`src/rtl/pipelined_cla_adder_if.sv`:
```
// Valid/ready operand and result bundle for pipelined_cla_adder.
interface pipelined_cla_adder_if #(parameter int WIDTH = 32);
  logic             in_valid;
  logic             in_ready;
  logic [WIDTH-1:0] in_a;
  logic [WIDTH-1:0] in_b;
  logic             in_op;
  logic             in_cin;
  logic             out_valid;
  logic             out_ready;
  logic [WIDTH-1:0] out_sum;
  logic             out_cout;
  logic             out_ovf;
  logic             out_zero;

  modport master (
    output in_valid, in_a, in_b, in_op, in_cin, out_ready,
    input  in_ready, out_valid, out_sum, out_cout, out_ovf, out_zero
  );

  modport slave (
    input  in_valid, in_a, in_b, in_op, in_cin, out_ready,
    output in_ready, out_valid, out_sum, out_cout, out_ovf, out_zero
  );
endinterface

```
`src/rtl/pipelined_cla_adder.sv`:
```
// Pipelined carry-lookahead adder/subtractor, one 8-bit slice per stage (WIDTH multiple of 8).
// Define PIPELINED_CLA_ADDER_FLAGS_EN to build the out_ovf / out_zero flag logic.
module pipelined_cla_adder #(
  parameter int WIDTH = 32
) (
  input  logic                 clock,
  input  logic                 reset,
  pipelined_cla_adder_if.slave bus
);
  localparam int N = WIDTH / 8;

  logic             v_q [N];
  logic             v_d [N];
  logic             c_q [N];
  logic             c_d [N];
  logic [WIDTH-1:0] a_q [N];
  logic [WIDTH-1:0] a_d [N];
  logic [WIDTH-1:0] b_q [N];
  logic [WIDTH-1:0] b_d [N];
  logic [WIDTH-1:0] s_q [N];
  logic [WIDTH-1:0] s_d [N];
  logic             adv;

  function automatic logic [8:0] cla8(input logic [7:0] a, input logic [7:0] b, input logic ci);
    logic [7:0] g;
    logic [7:0] p;
    logic [8:0] c;
    g    = a & b;
    p    = a | b;
    c[0] = ci;
    for (int i = 0; i < 8; i++) c[i+1] = g[i] | (p[i] & c[i]);
    return {c[8], a ^ b ^ c[7:0]};
  endfunction

  // Single global advance: the whole pipe moves or the whole pipe holds.
  assign adv = !v_q[N-1] || bus.out_ready;

  always_comb begin
    logic [WIDTH-1:0] op_a;
    logic [WIDTH-1:0] op_b;
    logic [WIDTH-1:0] lo;
    logic             ci;
    logic             vi;
    logic [8:0]       r;
    for (int k = 0; k < N; k++) begin
      if (k == 0) begin
        op_a = bus.in_a;
        op_b = bus.in_op ? ~bus.in_b : bus.in_b;
        ci   = bus.in_op | bus.in_cin;
        lo   = '0;
        vi   = bus.in_valid;
      end else begin
        op_a = a_q[k-1];
        op_b = b_q[k-1];
        ci   = c_q[k-1];
        lo   = s_q[k-1];
        vi   = v_q[k-1];
      end
      r = cla8(op_a[8*k +: 8], op_b[8*k +: 8], ci);
      a_d[k]          = op_a;
      b_d[k]          = op_b;
      s_d[k]          = lo;
      s_d[k][8*k +: 8] = r[7:0];
      c_d[k]          = r[8];
      v_d[k]          = vi;
    end
  end

  always_ff @(posedge clock or negedge reset) begin
    if (!reset) begin
      for (int k = 0; k < N; k++) begin
        v_q[k] <= 1'b0;
        c_q[k] <= 1'b0;
        a_q[k] <= '0;
        b_q[k] <= '0;
        s_q[k] <= '0;
      end
    end else if (adv) begin
      v_q <= v_d;
      c_q <= c_d;
      a_q <= a_d;
      b_q <= b_d;
      s_q <= s_d;
    end
  end

  assign bus.in_ready  = adv;
  assign bus.out_valid = v_q[N-1];
  assign bus.out_sum   = s_q[N-1];
  assign bus.out_cout  = c_q[N-1];

`ifdef PIPELINED_CLA_ADDER_FLAGS_EN
  logic ovf_d;
  logic ovf_q;
  logic zero_d;
  logic zero_q;

  // Flags come from the last stage's operand slice (b already inverted for sub).
  always_comb begin
    ovf_d  = (a_d[N-1][WIDTH-1] == b_d[N-1][WIDTH-1]) &&
             (s_d[N-1][WIDTH-1] != a_d[N-1][WIDTH-1]);
    zero_d = (s_d[N-1] == '0);
  end

  always_ff @(posedge clock or negedge reset) begin
    if (!reset) begin
      ovf_q  <= 1'b0;
      zero_q <= 1'b0;
    end else if (adv) begin
      ovf_q  <= ovf_d;
      zero_q <= zero_d;
    end
  end

  assign bus.out_ovf  = ovf_q;
  assign bus.out_zero = zero_q;
`else
  assign bus.out_ovf  = 1'b0;
  assign bus.out_zero = 1'b0;
`endif
endmodule

```
`src/flat_wrapper.sv`:
```
// flat-port wrapper written by rule: the top's interface ports become plain ports
module pipelined_cla_adder_flat 
#(
  parameter int WIDTH = 32
)
  (clock, reset, bus_in_valid, bus_in_a, bus_in_b, bus_in_op, bus_in_cin, bus_out_ready, bus_in_ready, bus_out_valid, bus_out_sum, bus_out_cout, bus_out_ovf, bus_out_zero);
  pipelined_cla_adder_if #(.WIDTH(WIDTH)) bus_i ();
  input  logic clock;
  input  logic reset;
  input wire logic [$bits(bus_i.in_valid)-1:0] bus_in_valid;
  input wire logic [$bits(bus_i.in_a)-1:0] bus_in_a;
  input wire logic [$bits(bus_i.in_b)-1:0] bus_in_b;
  input wire logic [$bits(bus_i.in_op)-1:0] bus_in_op;
  input wire logic [$bits(bus_i.in_cin)-1:0] bus_in_cin;
  input wire logic [$bits(bus_i.out_ready)-1:0] bus_out_ready;
  output wire logic [$bits(bus_i.in_ready)-1:0] bus_in_ready;
  output wire logic [$bits(bus_i.out_valid)-1:0] bus_out_valid;
  output wire logic [$bits(bus_i.out_sum)-1:0] bus_out_sum;
  output wire logic [$bits(bus_i.out_cout)-1:0] bus_out_cout;
  output wire logic [$bits(bus_i.out_ovf)-1:0] bus_out_ovf;
  output wire logic [$bits(bus_i.out_zero)-1:0] bus_out_zero;
  assign bus_i.in_valid = bus_in_valid;
  assign bus_i.in_a = bus_in_a;
  assign bus_i.in_b = bus_in_b;
  assign bus_i.in_op = bus_in_op;
  assign bus_i.in_cin = bus_in_cin;
  assign bus_i.out_ready = bus_out_ready;
  assign bus_in_ready = bus_i.in_ready;
  assign bus_out_valid = bus_i.out_valid;
  assign bus_out_sum = bus_i.out_sum;
  assign bus_out_cout = bus_i.out_cout;
  assign bus_out_ovf = bus_i.out_ovf;
  assign bus_out_zero = bus_i.out_zero;
  pipelined_cla_adder #(.WIDTH(WIDTH)) u_core (.clock(clock), .reset(reset), .bus(bus_i));
endmodule
```
`config.mk`:
```
export PLATFORM = sky130hd
export DESIGN_NAME = pipelined_cla_adder_flat
export DESIGN_NICKNAME = d
export VERILOG_FILES = /design/src/rtl/pipelined_cla_adder_if.sv /design/src/rtl/pipelined_cla_adder.sv /design/src/flat_wrapper.sv
export SDC_FILE = /design/constraint.sdc
export NUM_CORES = 1
export LEC_CHECK = 0
export CORE_ASPECT_RATIO = 0.8
export CORE_MARGIN = 10
export CORE_UTILIZATION = 40
export DETAILED_ROUTE_END_ITERATION = 6
export PLACE_DENSITY = 0.66
export SYNTH_ARGS = -nofsm -noshare
export SYNTH_HDL_FRONTEND = slang
export SYNTH_SLANG_ARGS = --single-unit
export TNS_END_PERCENT = 1
```
`constraint.sdc`:
```
create_clock -name clock -period 5 [get_ports clock]
set_input_delay 1 -clock clock [delete_from_list [all_inputs] [get_ports clock]]
set_output_delay 1 -clock clock [all_outputs]
set_load 0.1 [all_outputs]
```
; Word-level counts from Yosys, hierarchy flattened
; Index checks and enable logic that the tools add are counted.
[totals]
latchBits = 0
input_bits = 70
ramBits = 0
register_bits = 280
mem_count = 0
rom_bits = 0
output_inout_bits = 37
[op_classes]
n_reduce_logical = 2
bitwise = 82
div_mod_pow = 0
n_addsub = 0
n_mux = 1
shifts = 0
n_mul = 0
n_eq_ne = 0
magnitude_cmp = 0
[ops]
columns = op, count
row1 = $xor A8 B8 Y8, 8
row2 = $or A1 B1 Y1, 33
row3 = $and A1 B1 Y1, 32
row4 = $and A8 B8 Y8, 4
row5 = $mux W32, 1
row6 = $not A32 Y32, 1
row7 = $or A8 B8 Y8, 4
row8 = $logic_not A1 Y1, 1
row9 = $logic_or A1 B1 Y1, 1

; Longest topological paths before layout
; Gate-level depths: netlist (run 1).
[logic_depth]
ltp_word = 19
depth_mapped = 14
mapped_depth_nobuf = 12

; Least setup slack after synthesis (run 1)
; Ideal clock, no wire load.
[synth_path]
path_kind = input -> register
from = input port bus_in_op
to = register u_core.s_q (netlist bit u_core.s_d[71])
path_slack_ns = 0.008
n_path_buf = 2
path_stages = 14
arrival_time_ns = 4.867
cell_sequence = buf_2 -> buf_2 -> or2_2 -> fa_1 -> fa_1 -> fa_1 -> inv_1 -> fa_1 -> fa_1 -> inv_1 -> fa_1 -> fa_1 -> fa_1 -> mux2_4
[synth_rtl]
columns = element, line
row1 = from (decl), flat_wrapper.sv:13  ; input wire logic [$bits(bus_i.in_op)-1:0] bus_in_op;
row2 = "to (signal, indexed assignment)", pipelined_cla_adder.sv:76  ; s_q[k] <= '0;
row3 = to (signal assigned), pipelined_cla_adder.sv:83  ; s_q <= s_d;
row4 = to (decl), pipelined_cla_adder.sv:20  ; logic [WIDTH-1:0] s_q [N];

==> results of run 1 <==
[how the worst min path moves through the flow]
stage                            to  slack (ns)
6_report       u_core.bus.out_valid        0.47
3_5_place_dp   u_core.bus.out_valid        0.46
5_1_grt        u_core.bus.out_valid        0.51
3_3_place_gp   u_core.bus.out_valid        0.45
4_1_cts        u_core.bus.out_valid        0.47
2_1_floorplan  u_core.bus.out_valid        0.43
[state kept, by name, summed over array words and instances, names as in the netlist]
register	flops
u_core.a_d	48
u_core.bus.out_valid	1
u_core.v_d	3
u_core.bus.out_cout	1
u_core.bus.out_sum	32
u_core.c_q	3
u_core.s_d	48
u_core.b_d	48
[power breakdown]
part,switching (mW),total (mW),internal (mW)
combinational,1.89,3.46,1.57
sequential,0.408,2.57,2.17
clock,0.588,1.30,0.709
total,2.89,7.33,4.44
[layout make-up]
class	count	area share, %
well taps	269	3.28
flip-flops and latches	184	44.8
inverters	37	1.35
multi-input cells	267	34.1
clock inverters	12	1.14
repair buffers	110	11.0
clock buffers	20	4.35
[cell usage in the layout (no fill, tap or decap)]
master	netlist	final
clkdlybuf4s50_1	0	101
buf_2	8	1
dfrtp_1	184	184
xnor2_1	6	6
clkinv_2	0	3
clkbuf_1	2	2
bufinv_16	0	1
or2_2	1	1
nand2b_4	0	1
conb_1	1	2
buf_4	3	3
mux2i_1	6	6
nor3b_1	15	15
inv_6	0	2
a21oi_1	15	15
xor2_1	26	26
mux2_4	126	126
clkinvlp_4	0	2
inv_8	0	2
clkbuf_16	0	17
nand2b_1	2	1
inv_1	37	37
mux2_2	36	36
clkbuf_8	0	2
fa_1	32	32
buf_12	0	4
clkinv_4	0	2
[logic make-up (layout without fill, tap and decap cells)]
family | count (synthesis) | count (layout) | synth area share, %
XOR/XNOR | 32 | 32 | 3.30
flip-flops | 184 | 184 | 54.3
AO/OA/AOI/OAI | 15 | 15 | 0.885
multiplexers | 168 | 168 | 27.8
adder cells (fa/ha/maj) | 32 | 32 | 7.55
buffers and inverters | 66 | 179 | 4.59
AND/OR/NAND/NOR | 18 | 18 | 1.55
other | 1 | 2 | 0.0442
[stage by stage]
step	setup slack [ns]	area [sq um]
2_1_floorplan	0.00783	8490
3_3_place_gp	-0.0975	9710
3_5_place_dp	-0.172	9710
4_1_cts	0.261	10300
5_1_grt	0.131	10300
6_report	0.272	10300
[layer usage]
layer	wire [um]	GRT usage [%]	vias up
met4	121	3.14	0
met2	6920	17.5	86
met5	0	0	-
met3	765	3.60	8
li1	-	-	1911
met1	7910	17.2	2158
==> results by group, run 1 <==
Timing
  – Slew Limit Fails: 0
  – Slew headroom: roughly 30%
  – RSZ-0062 raised after global routing: no
  – Final worst path period share: roughly 95%
  – Final Hold Fails: 0
  – F_max: 0.212 GHz
  – Min Hold Slack: 0.472 ns
  – Post-route minimum period: roughly 4.7 ns
  – Setup Viol. Count Final: 0
  – Worst Tran Pin Value: between 1 and 1.5 ns
  – Post-Route Setup TNS: 0 ns
  – Clock Skews: ~0.011 ns

Route
  – Routed wire length: between 15 and 20 mm
  – Initial DRC count: between 200 and 300
  – DRT antenna net count: 0
  – DR vias/cell: between 4 and 5
  – Vias: between 4000 and 5000
  – Wirelength per Cell: about 17 um
  – Pre-antenna DRT Iters: 4
  – DRC Markers: 0

Setup path
  – Crit path cell chain: clkdlybuf4s50_1 > or2_2 > fa_1 > fa_1 > fa_1 > inv_1 > fa_1 > fa_1 > inv_1 > fa_1 > fa_1 > fa_1 > mux2_4
  – CP max stage delay: 0.46 ns
  – CP max FO: 1
  – Critical path startpoint category: primary input
  – Slowest CP cell: fa_1
  – RR Startpoint: u_core.b_d[24]
  – Most common cell on crit path: fa_1
  – Critical Path RT: roughly 5.3 ns
  – Reg-to-Reg End: u_core.bus.out_sum[31]
  – Total stage count of the critical path: 13
  – Critical path's top delay family: adder cells
  – FF-to-FF setup slack: 1.63 ns
  – Critical Path AT: 5.03 ns
  – Crit end category: register
  – R2R cell count: 12
  – WS Path Type: primary input to register
  – CP Launch Point: bus_in_cin
  – Buf/Inv on CP: 3
  – Worst setup path end: u_core.s_d[71]

Die
  – Starting density of the core: between 40% and 50%
  – Top-Level Pins: ~110
  – Die W: ~180 um
  – Full die area: about 27000 sq um
  – Core Region: about 21000 sq um
  – Die H: 150 um
  – Placement Rows: between 40 and 50

Clocking
  – CTS tree: done
  – Cts hold-fix bufs: 0
  – CTS H-tree depth: 4
  – Resized cells post-CTS: 0
  – TritonCTS Buffers: 17
  – CTS clk-pin slew, worst paths: roughly 0.07 ns
  – Root buffer cell: clkbuf_16
  – Clock Latency Late Sink: 0.42 ns
  – Clk sinks: approximately 180
  – Clock Path Buffers: 2
  – Post-CTS Setup Inserts: 0

Synth
  – Syn. warnings: 0
  – Top cell type by total area after synthesis: dfrtp_1
  – EDFF count, synth: 0
  – Largest cells by area after synthesis: dfrtp_1, mux2_4, fa_1
  – Number of library cell types mapped by synthesis: 17
  – Post-synth top area share: between 50% and 60%
  – Synth Register Bits: between 150 and 200
  – Main synth FF type: dfrtp_1
  – Sequential area share after synthesis: 54.3%
  – Most numerous cell in the Yosys netlist: dfrtp_1
  – Asr flop ratio synth: 100%
  – List of most frequent post-synthesis cells: dfrtp_1, mux2_4, inv_1, mux2_2, fa_1
  – Syn_area_per_cell: about 16 sq um
  – Post-Syn Area: ~8500 sq um
  – Mapped Cells: 516

Placement
  – IO Port Bufs: 104
  – RD Place Congestion: between 0.7 and 0.8
  – DP Wirelength: roughly 10 mm
  – Dpl cells: 867

Final layout
  – Multi-input gate area: roughly 3500 sq um
  – Final cell count without fillers: approximately 900
  – Final core occ: between 40% and 50%
  – Layout cells sized above 1: between 30% and 40%
  – Area grow syn2layout: 21.2%
  – Ant diodes: 0
  – FF+latch area: between 4000 and 5000 sq um
  – Fillers: 1757
  – Nets: 719

Global routing
  – First-pass GRT wire length: 26.7 mm
  – Vias in the first global route: between 4000 and 5000
  – Tot GR Track Use: approximately an eighth
  – Overflow after GRT: 0
  – Largest net degree at the start of global routing: 100
  – Initial antenna violation count: 0

Pwr
  – P_leak: approximately 4.8 nW
  – Power density over cell area: approximately 710 nW/um^2
  – Overall Power: around 7.3 mW
  – VDD IR-drop max: about 450 uV

Hold path
  – Hold path depth: 1
  – Worst min path class: register to register
  – Hold path startpoint: u_core.v_d[0]

Job
  – Max Cap Viol: 0

Outcome
  – Run status: completed
(Power assumes the default switching activity.)
==> run 2, diff against run 1 <==
Settings changed: CORE_MARGIN 10 to not set.
==> run 2 against run 1 <==
Global-route usage up 2.8 points. Routed wire length down 7.3%. Worst hold slack better by 0.013 ns. Maximum frequency up 0.60%. Sequential share of layout area up 0.18 points. Setup slack better by 0.028 ns. First-iteration DRC count down 43%. Die area down 21%. Sequential cell count unchanged. Largest power group unchanged. Combinational power down 1%. Utilization down 0.20 points. Register-to-register slack about the same.
==> results by group, run 2 (synthesis gave the netlist of run 1 again) <==
Final layout
  – Layout cells sized above 1: 32.1% (was 32.2%)
  – Fillers: 1784 (was 1757)
  – Commonest non-fill, non-tap cells in the layout: dfrtp_1, mux2_4, clkdlybuf4s50_1 (unchanged)
  – Ant diodes: 0 (unchanged)
  – Most common cell after layout, fill and taps aside: dfrtp_1 (unchanged)
  – Nets: 719 (unchanged)
  – Area grow syn2layout: 20.7% (was 21.2%)

Outcome
  – Run status: completed (unchanged)

Setup path
  – CP max FO: 1 (unchanged)
  – Critical path startpoint category: primary input (unchanged)
  – Critical Path RT: 5.30 ns (about the same)
  – Critical Path AT: 5.00 ns (was 5.03 ns)
  – Crit end category: register (unchanged)
  – WS Path Type: primary input to register (unchanged)

Timing
  – Final worst path period share: 94.0% (was 94.6%)
  – RSZ-0062 raised after global routing: no (unchanged)
  – Clock Skews: 0.00763 ns (was 0.0113 ns)
  – Slew headroom: 30.0% (was 29.9%)
  – F_max: 0.213 GHz (was 0.212 GHz)
  – Setup Viol. Count Final: 0 (unchanged)
  – Slew Limit Fails: 0 (unchanged)
  – Worst Tran Pin Value: 1.05 ns (about the same)
  – Post-Route Setup TNS: 0 ns (unchanged)
  – Post-route minimum period: 4.70 ns (was 4.73 ns)
  – Final Hold Fails: 0 (unchanged)

Global routing
  – Vias in the first global route: 4654 (was 4799)
  – Tot GR Track Use: 14.9% (was 12.1%)
  – Initial antenna violation count: 0 (unchanged)
  – Largest net degree at the start of global routing: 132 (was 100)
  – Overflow after GRT: 0 (unchanged)
  – First-pass GRT wire length: 25.0 mm (was 26.7 mm)

Route
  – DRC Markers: 0 (unchanged)
  – DRT antenna net count: 0 (unchanged)
  – Wirelength per Cell: 16.2 um (was 17.5 um)
  – Initial DRC count: 158 (was 276)
  – Routed wire length: 14.6 mm (was 15.7 mm)
  – DR vias/cell: 4.62 (was 4.63)
  – Pre-antenna DRT Iters: 4 (unchanged)
  – Vias: 4150 (was 4163)

Clocking
  – Clock Path Buffers: 2 (unchanged)
  – Resized cells post-CTS: 0 (unchanged)
  – Clk sinks: 184 (unchanged)
  – Post-CTS Setup Inserts: 0 (unchanged)
  – Cts hold-fix bufs: 0 (unchanged)
  – TritonCTS Buffers: 17 (unchanged)
  – Clock Latency Late Sink: 0.42 ns (about the same)
  – CTS tree: done (unchanged)
  – Root buffer cell: clkbuf_16 (unchanged)
  – CTS clk-pin slew, worst paths: 0.07 ns (about the same)
  – CTS H-tree depth: 4 (unchanged)

Pwr
  – Seq pwr share: 35.7% (was 35.1%)
  – P_leak: 4.75 nW (was 4.76 nW)
  – Sw power: 2.87 mW (was 2.89 mW)
  – Int Pwr: 4.39 mW (was 4.44 mW)
  – Power density over cell area: 709 nW/um^2 (was 713 nW/um^2)
  – VDD IR-drop max: 387 uV (was 454 uV)
  – Overall Power: 7.25 mW (was 7.33 mW)
  – Switching share of power: 39.5% (was 39.4%)
  – Combinational share of power: 47.2% (about the same)
  – Clk network pwr share: 17.1% (was 17.7%)

Die
  – Die W: 165 um (was 183 um)
  – Core Region: 20800 sq um (unchanged)
  – Placement Rows: 47 (unchanged)
  – Top-Level Pins: 107 (unchanged)
  – Full die area: 21800 sq um (was 27500 sq um)
  – Starting density of the core: 40.9% (unchanged)
  – Die H: 132 um (was 150 um)

Placement
  – RD Place Congestion: 0.779 (was 0.769)
  – DP Wirelength: 9.53 mm (was 10.5 mm)
  – IO Port Bufs: 104 (unchanged)

Hold path
  – Worst min path class: register to register (unchanged)

Job
  – Max Cap Viol: 0 (unchanged)
-- run 2: per-layer routing --
layer  routed length (um)  track usage, %  up-vias
li1                     -               -     1920
met1                 7420            22.3     2140
met2                 6440            21.2       80
met3                  568            3.77       10
met4                  145            4.13        0
met5                    0               0        -
-- run 2: worst paths after layout --
check / to / from / slack (ns) / cells after the start
worst max register to register: u_core.s_d[23] / u_core.b_d[48] / 1.62 / 12
worst min register to register: u_core.bus.out_valid / u_core.v_d[0] / 0.48 / 1
worst min-delay path: u_core.bus.out_valid / u_core.v_d[0] / 0.48 / 1
min in group asynchronous: u_core.bus.out_sum[7] / reset / 0.61 / 1
worst max-delay path: u_core.s_d[71] / bus_in_cin / 0.30 / 13
max in group asynchronous: u_core.a_d[92] / reset / 3.38 / 2
-- run 2: through the flow --
| step | std cells | setup WS (ns) | util [%] | cell area [sq um] | hold WS, ns |
|---|---|---|---|---|---|
| 3_5_place_dp | 867 | -0.214 | 46.7 | 9700 | 0.460 |
| 2_1_floorplan | 517 | 0.00783 | - | 8490 | 0.435 |
| 3_3_place_gp | 867 | -0.0941 | 46.7 | 9700 | 0.454 |
| 4_1_cts | 898 | 0.273 | 49.3 | 10200 | 0.492 |
| 6_report | 898 | 0.300 | 49.3 | 10200 | 0.485 |
| 5_1_grt | 898 | 0.131 | 49.3 | 10200 | 0.521 |
-- run 2: final cells by class --
cell class                 count  area, sq um  area share [%]
clock buffer                  20          447            4.36
multi-input combinational    267         3500            34.2
inverter                      37          139            1.36
sequential                   184         4600            45.0
timing repair buffer         110         1120            10.9
clock inverter                11         88.8           0.868
tap                          269          337            3.29
-- run 2: critical path, cell delays in order --
cell and delay [ns]:
clkdlybuf4s50_1 0.39, or2_2 0.29, fa_1 0.44, fa_1 0.44, fa_1 0.40, inv_1 0.08
fa_1 0.19, fa_1 0.17, inv_1 0.05, fa_1 0.41, fa_1 0.43, fa_1 0.45
mux2_4 0.26
-- run 2: power by group through the flow --
stage                     clock (mW)  sequential, mW  combinational [mW]
after floorplan                    0            3.50                1.80
after global placement             0            2.59                3.39
after detailed placement           0            2.62                3.45
after CTS                       1.28            2.61                3.47
after global routing            1.35            2.68                3.69
final                           1.24            2.59                3.42
==> run 3, diff against run 2 <==
Settings changed: SLEW_MARGIN set to 0.
==> results of run 3 <==
The final DEF is identical to that of run 2; final timing and power are the same.
